File: src/rtl/reg_file_sb_if.sv
// Command, response and writeback signals of the scoreboarded register file.
// The master side issues commands and writebacks; the slave side is the register file.
interface reg_file_sb_if #(
    parameter int DATA_WIDTH = 32,
    parameter int REG_AW     = 6
);
    logic                  i_valid;
    logic                  o_ready;
    logic [2:0]            i_cmd;
    logic [REG_AW-1:0]     i_reg;
    logic [DATA_WIDTH-1:0] i_data;
    logic                  o_res_valid;
    logic                  i_res_ready;
    logic [DATA_WIDTH-1:0] o_data;
    logic                  o_res_err;
    logic                  i_wb_valid;
    logic [REG_AW-1:0]     i_wb_reg;
    logic [DATA_WIDTH-1:0] i_wb_data;

    modport master (
        output i_valid, i_cmd, i_reg, i_data, i_res_ready,
        output i_wb_valid, i_wb_reg, i_wb_data,
        input  o_ready, o_res_valid, o_data, o_res_err
    );

    modport slave (
        input  i_valid, i_cmd, i_reg, i_data, i_res_ready,
        input  i_wb_valid, i_wb_reg, i_wb_data,
        output o_ready, o_res_valid, o_data, o_res_err
    );
endinterface

File: src/rtl/reg_file_sb.sv
// Register file with per-register saturating pending-writer counters, one
// handshaked command port and an always-accepted writeback port.
module reg_file_sb #(
    parameter int DATA_WIDTH = 32,
    parameter int NUM_REGS   = 8,
    parameter int REG_AW     = 6,
    parameter int PEND_W     = 2
) (
    input logic          clk,
    input logic          reset,
    reg_file_sb_if.slave bus
);
    localparam logic [PEND_W-1:0] PEND_MAX = '1;

    typedef enum logic [1:0] {IDLE, WAIT, RESP} state_e;
    typedef enum logic [2:0] {
        CMD_READ      = 3'd0,
        CMD_WRITE     = 3'd1,
        CMD_MARKD     = 3'd2,
        CMD_CHECK     = 3'd3,
        CMD_READ_WAIT = 3'd4,
        CMD_FLUSH     = 3'd5
    } cmd_e;

    state_e                state, state_n;
    logic [DATA_WIDTH-1:0] regs   [NUM_REGS];
    logic [DATA_WIDTH-1:0] regs_n [NUM_REGS];
    logic [PEND_W-1:0]     pend   [NUM_REGS];
    logic [PEND_W-1:0]     pend_n [NUM_REGS];
    logic [REG_AW-1:0]     wait_reg, wait_reg_n;
    logic [DATA_WIDTH-1:0] resp_data, resp_data_n;
    logic                  resp_err, resp_err_n;

    logic                  accept, cmd_legal, flush_hit;
    logic                  wb_hit, wr_hit, mk_hit;
    logic [PEND_W:0]       pend_sum, pend_dec;
    logic [DATA_WIDTH-1:0] sel_data, wait_data;
    logic [PEND_W-1:0]     sel_pend, wait_pend;

    always_comb begin
        accept    = bus.i_valid && (state == IDLE);
        cmd_legal = (bus.i_cmd <= CMD_FLUSH) && (32'(bus.i_reg) < NUM_REGS);
        flush_hit = accept && cmd_legal && (bus.i_cmd == CMD_FLUSH);
        sel_data  = '0;
        sel_pend  = '0;
        wait_data = '0;
        wait_pend = '0;
        wb_hit    = 1'b0;
        wr_hit    = 1'b0;
        mk_hit    = 1'b0;
        pend_sum  = '0;
        pend_dec  = '0;
        for (int unsigned i = 0; i < NUM_REGS; i++) begin
            if (bus.i_reg == REG_AW'(i)) begin
                sel_data = regs[i];
                sel_pend = pend[i];
            end
            if (wait_reg == REG_AW'(i)) begin
                wait_data = regs[i];
                wait_pend = pend[i];
            end

            wb_hit = bus.i_wb_valid && (bus.i_wb_reg == REG_AW'(i));
            wr_hit = accept && cmd_legal && (bus.i_cmd == CMD_WRITE) &&
                     (bus.i_reg == REG_AW'(i));
            mk_hit = accept && cmd_legal && (bus.i_cmd == CMD_MARKD) &&
                     (bus.i_reg == REG_AW'(i)) && (pend[i] != PEND_MAX);

            // Increment first, then subtract all retiring writers with a floor at 0,
            // so MARKD + writeback nets to zero and WRITE + writeback subtracts two.
            pend_sum = (PEND_W+1)'(pend[i]) + (PEND_W+1)'(mk_hit);
            pend_dec = (PEND_W+1)'(wb_hit) + (PEND_W+1)'(wr_hit);

            regs_n[i] = regs[i];
            if (wb_hit) regs_n[i] = bus.i_wb_data;
            if (wr_hit) regs_n[i] = bus.i_data;

            pend_n[i] = (pend_sum > pend_dec) ? PEND_W'(pend_sum - pend_dec) : '0;
            if (flush_hit) pend_n[i] = '0;
        end
    end

    always_comb begin
        state_n     = state;
        wait_reg_n  = wait_reg;
        resp_data_n = resp_data;
        resp_err_n  = resp_err;
        case (state)
            IDLE: begin
                if (accept) begin
                    state_n     = RESP;
                    wait_reg_n  = bus.i_reg;
                    resp_data_n = '0;
                    resp_err_n  = 1'b0;
                    if (!cmd_legal) begin
                        resp_err_n = 1'b1;
                    end else begin
                        case (bus.i_cmd)
                            CMD_READ:      resp_data_n = sel_data;
                            CMD_MARKD:     resp_err_n  = (sel_pend == PEND_MAX);
                            CMD_CHECK:     resp_data_n = DATA_WIDTH'(sel_pend);
                            CMD_READ_WAIT: begin
                                if (sel_pend != '0) state_n = WAIT;
                                else                resp_data_n = sel_data;
                            end
                            default: ;
                        endcase
                    end
                end
            end
            WAIT: begin
                if (wait_pend == '0) begin
                    state_n     = RESP;
                    resp_data_n = wait_data;
                end
            end
            RESP: begin
                if (bus.i_res_ready) begin
                    state_n     = IDLE;
                    resp_data_n = '0;
                    resp_err_n  = 1'b0;
                end
            end
            default: state_n = IDLE;
        endcase
    end

    always_ff @(posedge clk or negedge reset) begin
        if (!reset) begin
            state     <= IDLE;
            wait_reg  <= '0;
            resp_data <= '0;
            resp_err  <= 1'b0;
            for (int unsigned i = 0; i < NUM_REGS; i++) begin
                regs[i] <= '0;
                pend[i] <= '0;
            end
        end else begin
            state     <= state_n;
            wait_reg  <= wait_reg_n;
            resp_data <= resp_data_n;
            resp_err  <= resp_err_n;
            for (int unsigned i = 0; i < NUM_REGS; i++) begin
                regs[i] <= regs_n[i];
                pend[i] <= pend_n[i];
            end
        end
    end

    assign bus.o_ready     = (state == IDLE);
    assign bus.o_res_valid = (state == RESP);
    assign bus.o_data      = resp_data;
    assign bus.o_res_err   = resp_err;
endmodule

File: src/flat_wrapper.sv
// flat-port wrapper written by rule: the top's interface ports become plain ports
module reg_file_sb_flat 
#(
    parameter int DATA_WIDTH = 32,
    parameter int NUM_REGS   = 8,
    parameter int REG_AW     = 6,
    parameter int PEND_W     = 2
)
  (clk, reset, bus_i_valid, bus_i_cmd, bus_i_reg, bus_i_data, bus_i_res_ready, bus_i_wb_valid, bus_i_wb_reg, bus_i_wb_data, bus_o_ready, bus_o_res_valid, bus_o_data, bus_o_res_err);
  reg_file_sb_if #(.DATA_WIDTH(DATA_WIDTH), .REG_AW(REG_AW)) bus_i ();
  input logic clk;
  input logic reset;
  input wire logic [$bits(bus_i.i_valid)-1:0] bus_i_valid;
  input wire logic [$bits(bus_i.i_cmd)-1:0] bus_i_cmd;
  input wire logic [$bits(bus_i.i_reg)-1:0] bus_i_reg;
  input wire logic [$bits(bus_i.i_data)-1:0] bus_i_data;
  input wire logic [$bits(bus_i.i_res_ready)-1:0] bus_i_res_ready;
  input wire logic [$bits(bus_i.i_wb_valid)-1:0] bus_i_wb_valid;
  input wire logic [$bits(bus_i.i_wb_reg)-1:0] bus_i_wb_reg;
  input wire logic [$bits(bus_i.i_wb_data)-1:0] bus_i_wb_data;
  output wire logic [$bits(bus_i.o_ready)-1:0] bus_o_ready;
  output wire logic [$bits(bus_i.o_res_valid)-1:0] bus_o_res_valid;
  output wire logic [$bits(bus_i.o_data)-1:0] bus_o_data;
  output wire logic [$bits(bus_i.o_res_err)-1:0] bus_o_res_err;
  assign bus_i.i_valid = bus_i_valid;
  assign bus_i.i_cmd = bus_i_cmd;
  assign bus_i.i_reg = bus_i_reg;
  assign bus_i.i_data = bus_i_data;
  assign bus_i.i_res_ready = bus_i_res_ready;
  assign bus_i.i_wb_valid = bus_i_wb_valid;
  assign bus_i.i_wb_reg = bus_i_wb_reg;
  assign bus_i.i_wb_data = bus_i_wb_data;
  assign bus_o_ready = bus_i.o_ready;
  assign bus_o_res_valid = bus_i.o_res_valid;
  assign bus_o_data = bus_i.o_data;
  assign bus_o_res_err = bus_i.o_res_err;
  reg_file_sb #(.DATA_WIDTH(DATA_WIDTH), .NUM_REGS(NUM_REGS), .REG_AW(REG_AW), .PEND_W(PEND_W)) u_core (.clk(clk), .reset(reset), .bus(bus_i));
endmodule
File: config.mk
export PLATFORM = sky130hd
export DESIGN_NAME = reg_file_sb_flat
export DESIGN_NICKNAME = d
export VERILOG_FILES = /design/src/rtl/reg_file_sb_if.sv /design/src/rtl/reg_file_sb.sv /design/src/flat_wrapper.sv
export SDC_FILE = /design/constraint.sdc
export NUM_CORES = 1
export LEC_CHECK = 0
export ABC_CLOCK_PERIOD_IN_PS = 3100
export BUFFER_PORTS_ARGS = -buffer_cell sky130_fd_sc_hd__clkbuf_2
export CORE_MARGIN = 2
export CORE_UTILIZATION = 40
export CTS_CLUSTER_SIZE = 16
export DETAILED_ROUTE_END_ITERATION = 7
export GPL_ROUTABILITY_DRIVEN = 0
export GPL_TIMING_DRIVEN = 0
export SLEW_MARGIN = 5
export SYNTH_ARGS = -nofsm -noshare
export SYNTH_HDL_FRONTEND = slang
export SYNTH_SLANG_ARGS = --single-unit
export TNS_END_PERCENT = 5
File: constraint.sdc
create_clock -name clk -period 3.1 [get_ports clk]
set_clock_uncertainty 0.2 [all_clocks]
set_input_delay 0 -clock clk [delete_from_list [all_inputs] [get_ports clk]]
set_output_delay 0 -clock clk [all_outputs]
set_load 0.05 [all_outputs]
==> metrics.md, run 1 <==
| Metric | Value |
|---|---|
| Leak pwr | approximately 9.9 nW |
| Worst IR Drop VDD | 0.3738 mV |
| Die height | 228.1 microns |
| Clock root buffer | clkbuf_16 |
| Hold crit path type | input pin to flop |
| Pin count of the biggest net entering global routing | between 100 and 150 |
| Number of clock sinks | 313 |
| Initial Util | 40.30% |
| First-pass GRT wire length | between 100 and 150 mm |
| Drt via density | about 6.4 |
| Slew at the pin with the worst max-slew slack | between 1000 and 1500 ps |
| Post-route DRC | 2 |
| Dpl cells | about 2900 |
| Iter 0 DRT Violations | 2974 |
| Gr busiest metal | met2 |
| P_int | about 0.0094 W |
| Synth top cells by count | nand2_1, mux2i_1, dfrtp_1 |
| Non-Filler Instances | between 3000 and 4000 |
| Hold Fails Final Rpt | 0 |
| Distinct cell type count after synthesis | 69 |
| Met3 usage | between 10% and 20% |
| Fin util | 48.82% |
| Slew headroom | 13.62% |
| Sw Ratio | 39.61% |
| Global route total overflow | 0 |
| Comb pwr share | between 30 and 40% |
| Async S/R FF share, synth | 100.0% |
| Final ANT Viol Nets | 0 |
| Register area share after synthesis | 38.98% |
| Cell with the most instances after synthesis | nand2_1 |
| Endpoints failing setup | 14 |
| Placement row count | between 80 and 90 |
| Synthesized area | roughly 20000 sq um |
| Maximum root-to-sink buffer count | 3 |
| Global Route Usage Sum | between 30% and 40% |
| Area delta synth->final | 21.16% |
| Critical Path Max Stage Delay | between 700 and 800 ps |
| Core Area | roughly 50000 sq um |
| Critical path type | flop to flop |
| Status | finished, violations left |
| Width of the die | between 200 and 250 microns |
| Htree depth | 2 |
| Type of origin of the critical path | flop |
| Max reg flops | approximately 260 |
| Final min period | between 3000 and 4000 ps |
| Pre-CTS WS | -1124 ps |
| Register area | 7833 sq um |
| Wirelength, routed | 88.75 mm |
| GR Util met2 | 48.82% |
| Area of the multi-input gates | 11180 sq um |
| DP HPWL | around 58 mm |
| Number of synthesized flops with an enable pin | 0 |
| Clk pwr share | 31.9% |
| Fmax | ~0.31 GHz |
| Fill cell count | between 4000 and 5000 |
| Crit-path leading delay family | buffers and inverters |
| Cells after Synth | ~2200 |
| RSZ-0062 raised after global routing | yes |
| MaxCap Viol Count | 0 |
| CP endpoint kind | flop |
| PwrDens | around 640 nW/um^2 |
| TritonCTS Buffers | 39 |
| Crit path DAT | roughly 3500 ps |
| Largest cells by area after synthesis | dfrtp_1, mux2i_1, o21ai_0 |
| Final period utilization | 104.5% |
| Largest Register | u_core.regs |
| Worst Setup Slack, final | -139.9 ps |
| Syn_area_per_cell | 9.162 sq um |
| Met1 usage | between 40 and 50% |
| Worst Path Buf+Inv | 3 |
| Crit Path Max Fanout | 10 |
| Yosys warns | 0 |
| Sequential share of power | about a third |
| Post-synth top flop | dfrtp_1 |
| CTS clk-pin slew, worst paths | 60 ps |
| Switching power | 0.006189 W |
| Vias in the first global route | just under 20000 |
| Syn_nets | between 2000 and 2500 |
| Share of cells above drive strength 1 | 16.52% |
| CTS tree | built |
| Ports | around 120 |
| CP max-delay cell | clkbuf_1 |
| Via count | 19920 |
| CP cell instances | buf_2 > buf_2 > clkbuf_1 > o21ai_0 > nand2_1 > a21oi_1 > o22ai_1 > a32oi_1 > a21oi_1 |
| Drt pass-1 iters | 8 |
| DIE AREA | 52040 sq um |
| Pins Over Slew Limit | 0 |
| Antenna violations before repair | 3 |
| Clock latency at the later pin of the worst-skew pair | 580 ps |
| Failing checks | design-rule violations, negative setup slack |
| Yosys reg bits | approximately 310 |
| Nets@finish | 2549 |
| WL/cell | 28.49 microns |
| Hold slack | approximately 38 ps |
| Top cell type's share of synthesized area | between 30% and 40% |
| Synth area leader | dfrtp_1 |
| Count of input and output buffers | 52 |
| CP Data Required Time | 3380 ps |
cell usage in the layout, fill, tap and decap left out, types with 7 or more instances in the layout:
cell	netlist	routed
mux4_2	22	22
a221oi_1	25	25
buf_6	9	13
inv_1	61	54
nor3_2	1	12
ha_1	44	28
a22oi_1	50	50
o2111ai_1	17	17
a211oi_2	0	8
fa_1	8	7
nor3_1	27	15
ha_2	0	15
inv_2	0	7
a21oi_1	68	66
buf_1	32	25
o21ai_1	71	71
dlygate4sd3_1	0	107
clkbuf_8	0	9
o31a_1	9	9
dfrtp_1	313	313
o21ai_0	259	259
a22o_1	27	27
clkbuf_2	2	89
nand2b_1	8	8
o22ai_1	9	9
mux2i_1	328	328
buf_2	49	41
nor2_1	67	66
mux2_2	33	29
nor2b_1	9	9
o211ai_1	19	19
nand3_1	29	29
clkbuf_4	0	18
nand2_1	333	326
a32oi_1	8	8
a31oi_1	25	25
clkbuf_1	133	84
clkbuf_16	0	41
buf_4	18	39
what timing repair did:
action	4_1_cts	5_1_grt
endpoints found under the setup margin	293	183
endpoints found under the hold margin	395	0
pin swaps	7	30
hold buffers	108	0
resized for setup	85	69
buffers inserted	7	16
cell type report:
cell class              instances  share of cell area (%)
well taps                     672                   3.454
diodes                          3                 0.03084
flip-flops and latches        313                   32.17
clock buffers                  53                   4.728
inverters                      61                  0.9405
plain buffers                 235                   5.145
multi-input cells            1576                   45.92
repair buffers                187                   6.743
clock inverters                15                  0.8634
worst min-delay path: stages:
cell and delay [ps]:
clkbuf_2 110, and2_1 170, nand2_1 90, inv_1 60
ha_1 120, ha_1 160, nor3_2 60
power by group through the flow:
stage / clock network, W / logic (W) / registers, W
final: 0.00498 / 0.00512 / 0.00552
after global routing: 0.00515 / 0.00534 / 0.00558
after CTS: 0.00495 / 0.00482 / 0.00548
after detailed placement: 0 / 0.00463 / 0.00554
after global placement: 0 / 0.00453 / 0.00551
after floorplan: 0 / 0.00239 / 0.00606
layer usage:
layer	up-vias	share of wire (%)
li1	8300	-
met1	9750	38
met2	1482	42
met3	377	13
met4	6	6.4
met5	-	0.11
final timing paths:
path	from	end	slack, ps	depth (start not counted)
worst max register to register	u_core.wait_reg[0]$_DFFE_PN0P_	u_core.bus.o_data[13]$_DFFE_PN0P_	-140	9
min in group asynchronous	reset	u_core.bus.o_res_err$_DFFE_PN0P_	340	4
worst min register to register	u_core.regs[197]$_DFFE_PN0P_	u_core.regs[197]$_DFFE_PN0P_	310	2
worst min-delay path	bus_i_wb_reg[2]	u_core.pend[2]$_DFF_PN0_	40	7
worst max-delay path	u_core.wait_reg[0]$_DFFE_PN0P_	u_core.bus.o_data[13]$_DFFE_PN0P_	-140	9
max in group asynchronous	reset	u_core.regs[243]$_DFFE_PN0P_	1380	5
logic make-up after synthesis:
group                    synth area share, %
AO/OA/AOI/OAI                          19.00
adder cells (fa/ha/maj)                3.537
buffers and inverters                  6.669
flip-flops                             38.98
multiplexers                           20.66
AND/OR/NAND/NOR                        11.16
metrics by stage:
stage	TNS (ps)	instance area, sq um	total power, W
floorplan	-20.35	20160	0.008444
global placement	-1848150	21260	0.01004
detailed placement	-165330	21370	0.01017
CTS	-384.7	24030	0.01525
global route	-2782	24340	0.01607
finish	-711.3	24340	0.01562
(Power assumes the default switching activity.)
==> inputs of run 2 (changes only) <==
--- a/config.mk
+++ b/config.mk
@@ -7,12 +7,13 @@
 export LEC_CHECK = 0
 export ABC_CLOCK_PERIOD_IN_PS = 3100
 export BUFFER_PORTS_ARGS = -buffer_cell sky130_fd_sc_hd__clkbuf_2
-export CORE_MARGIN = 2
+export CORE_MARGIN = 4
 export CORE_UTILIZATION = 40
 export CTS_CLUSTER_SIZE = 16
 export DETAILED_ROUTE_END_ITERATION = 7
 export GPL_ROUTABILITY_DRIVEN = 0
 export GPL_TIMING_DRIVEN = 0
+export SKIP_CTS_REPAIR_TIMING = 1
 export SLEW_MARGIN = 5
 export SYNTH_ARGS = -nofsm -noshare
 export SYNTH_HDL_FRONTEND = slang
==> run 2 against run 1 <==
  * The flow still finishes with violations (design-rule violations, negative setup slack)
  * Register-to-register slack lost 130 ps
  * Sequential cell count is the same
  * Worst hold slack lost 15 ps
  * Non-clock buffer count shrank 1
==> metrics.md, run 2 (synthesis gave the netlist of run 1 again) <==
| Metric | Value |
|---|---|
| Clock root buffer | clkbuf_16 |
| Crit Path Max Fanout | 10 |
| CP endpoint kind | flop |
| First-pass GRT wire length | 123.4 mm |
| Ports | ~120 |
| Global Route Usage Sum | 30.87% |
| Crit-path leading delay family | buffers and inverters |
| Hold depth | 7 |
| TritonCTS Buffers | 37 |
| Critical path type | flop to flop |
| Pins Over Slew Limit | 0 |
| Slew headroom | around a fifth |
| PwrDens | ~620 nW/um^2 |
| Width of the die | between 200 and 250 microns |
| Drt pass-1 iters | 8 |
| Die height | roughly 230 microns |
| Share of cells above drive strength 1 | ~16% |
| MaxCap Viol Count | 0 |
| Sw Ratio | between 40% and 50% |
| Hold Path End | u_core.pend[2]$_DFF_PN0_ |
| Nets@finish | 2546 |
| Sequential share of power | about 37% |
| Slew at the pin with the worst max-slew slack | around 1200 ps |
| Worst IR Drop VDD | between 0.4 and 0.5 mV |
| Drt via density | 6.383 |
| Register-to-Register Path Depth | 6 |
| CTS clk-pin slew, worst paths | approximately 60 ps |
| DIE AREA | ~54000 sq um |
| Final min period | roughly 3400 ps |
| Endpoints failing setup | 41 |
| RSZ-0062 raised after global routing | yes |
| FF-to-FF End | u_core.bus.o_data[28]$_DFFE_PN0P_ |
| CP Data Required Time | 3320 ps |
| Fmax | between 0.2 and 0.3 GHz |
| Maximum root-to-sink buffer count | 3 |
| Global route total overflow | 0 |
| CTS tree | built |
| Number of clock sinks | 313 |
| Final ANT Viol Nets | 0 |
| Crit path DAT | between 3000 and 4000 ps |
| Hold crit path type | input pin to flop |
| Status | finished, violations left |
| Worst reg-to-reg setup slack | -270 ps |
| Comb pwr share | between 30% and 40% |
| Worst Path Buf+Inv | 2 |
| Critical Path Max Stage Delay | between 700 and 800 ps |
| Hold Path Origin | bus_i_wb_reg[2] |
| Initial Util | between 40% and 50% |
| Clk pwr share | between 20% and 30% |
| Final period utilization | 108.6% |
| Type of origin of the critical path | flop |
| Htree depth | 2 |
| Iter 0 DRT Violations | slightly below 3000 |
| Pin count of the biggest net entering global routing | between 90 and 100 |
| CP cell instances | nor4b_4 > clkbuf_1 > nand2_2 > clkbuf_2 > o2111ai_1 > a31oi_1 |
| Reg-to-reg startpoint | u_core.wait_reg[5]$_DFFE_PN0P_ |
| Via count | between 15000 and 20000 |
| Worst Setup Slack, final | -267.6 ps |
| Largest Register | u_core.regs |
| Hold slack | about 22 ps |
| P_int | 0.008831 W |
| WL/cell | approximately 28 microns |
| Failing checks | design-rule violations, negative setup slack |
| CP max-delay cell | clkbuf_1 |
| Placement row count | about 80 |
| Most frequent cells in the layout | nand2_1, mux2i_1, dfrtp_1 |
| Hold Fails Final Rpt | 0 |
| Clock latency at the later pin of the worst-skew pair | between 500 and 600 ps |
| Count of input and output buffers | 52 |
| Post-route DRC | between 40 and 50 |
| DP HPWL | roughly 58 mm |
| Fin util | between 40% and 50% |
| Leak pwr | ~9.7 nW |
| Antenna violations before repair | 6 |
| Vias in the first global route | ~19000 |
| Max reg flops | 256 |
| Pre-CTS WS | -1091 ps |
| Core Area | roughly 49000 sq um |
| Switching power | roughly 0.0061 W |
| Area delta synth->final | 19.57% |
| Wirelength, routed | slightly below 90 mm |
[run 2: cell types whose count changed in the layout (fill, tap and decap cells not counted), sizes merged]
cell and delta:
diode +2, bufinv -5, clkinv +1, inv +2
clkbuf -7, dlygate4sd3 -2, clkinvlp -4, buf +11
[run 2: worst min-delay path, cell delays in order]
cell,delay [ps]
clkbuf_2,100
and2_1,170
nand2_1,90
inv_1,60
ha_1,110
ha_1,160
nor3_2,50
[run 2: through the flow]
| stage | power [W] | area (sq um) | TNS, ps | cells |
|---|---|---|---|---|
| after floorplan | 0.008444 | 20160 | -20.35 | 2193 |
| after global placement | 0.01006 | 21250 | -1829490 | 2909 |
| after detailed placement | 0.01019 | 21350 | -171860 | 2912 |
| after CTS | 0.01447 | 22510 | -145410 | 2977 |
| after global routing | 0.01538 | 24020 | -4654 | 3102 |
| final | 0.01494 | 24030 | -3415 | 3105 |
[run 2: how the worst max path moves through the flow]
stage | startpoint | to | slack, ps | cells after the start
final | u_core.wait_reg[5]$_DFFE_PN0P_ | u_core.bus.o_data[28]$_DFFE_PN0P_ | -270 | 6
after global routing | u_core.state[1]$_DFFE_PN0P_ | u_core.pend[7]$_DFF_PN0_ | -200 | 13
after CTS | u_core.state[1]$_DFFE_PN0P_ | u_core.regs[127]$_DFFE_PN0P_ | -890 | 14
after detailed placement | bus_i_reg[2] | u_core.pend[7]$_DFF_PN0_ | -1090 | 11
after global placement | reset | u_core.regs[51]$_DFFE_PN0P_ | -5350 | 1
after floorplan | u_core.state[1]$_DFFE_PN0P_ | u_core.pend[7]$_DFF_PN0_ | -10 | 12
[run 2: power groups by stage]
stage / Combinational, W / Clock [W] / Sequential (W)
CTS: 0.00466 / 0.00433 / 0.00548
finish: 0.00508 / 0.00432 / 0.00554
floorplan: 0.00239 / 0 / 0.00606
global route: 0.00529 / 0.00449 / 0.00559
global placement: 0.00454 / 0 / 0.00551
detailed placement: 0.00465 / 0 / 0.00554
[run 2: layout make-up]
class                   count  area, sq um
clock inverters             9        56.30
diodes                      5        12.51
clock buffers              56         1097
fillers                  4717        25230
flip-flops and latches    313         7833
plain buffers             235         1240
repair buffers            186         1598
multi-input cells        1576        11130
inverters                  61        229.0
well taps                 664        830.8
[run 2: routing by layer]
layer  global-route usage (%)  share of wire (%)  vias to the layer above
met5                   0.5515              0.041                        -
met4                    17.24                6.6                        2
met3                    10.10                 12                      411
met2                    45.54                 42                     1486
met1                    39.94                 39                     9631
li1                         -                  -                     8289
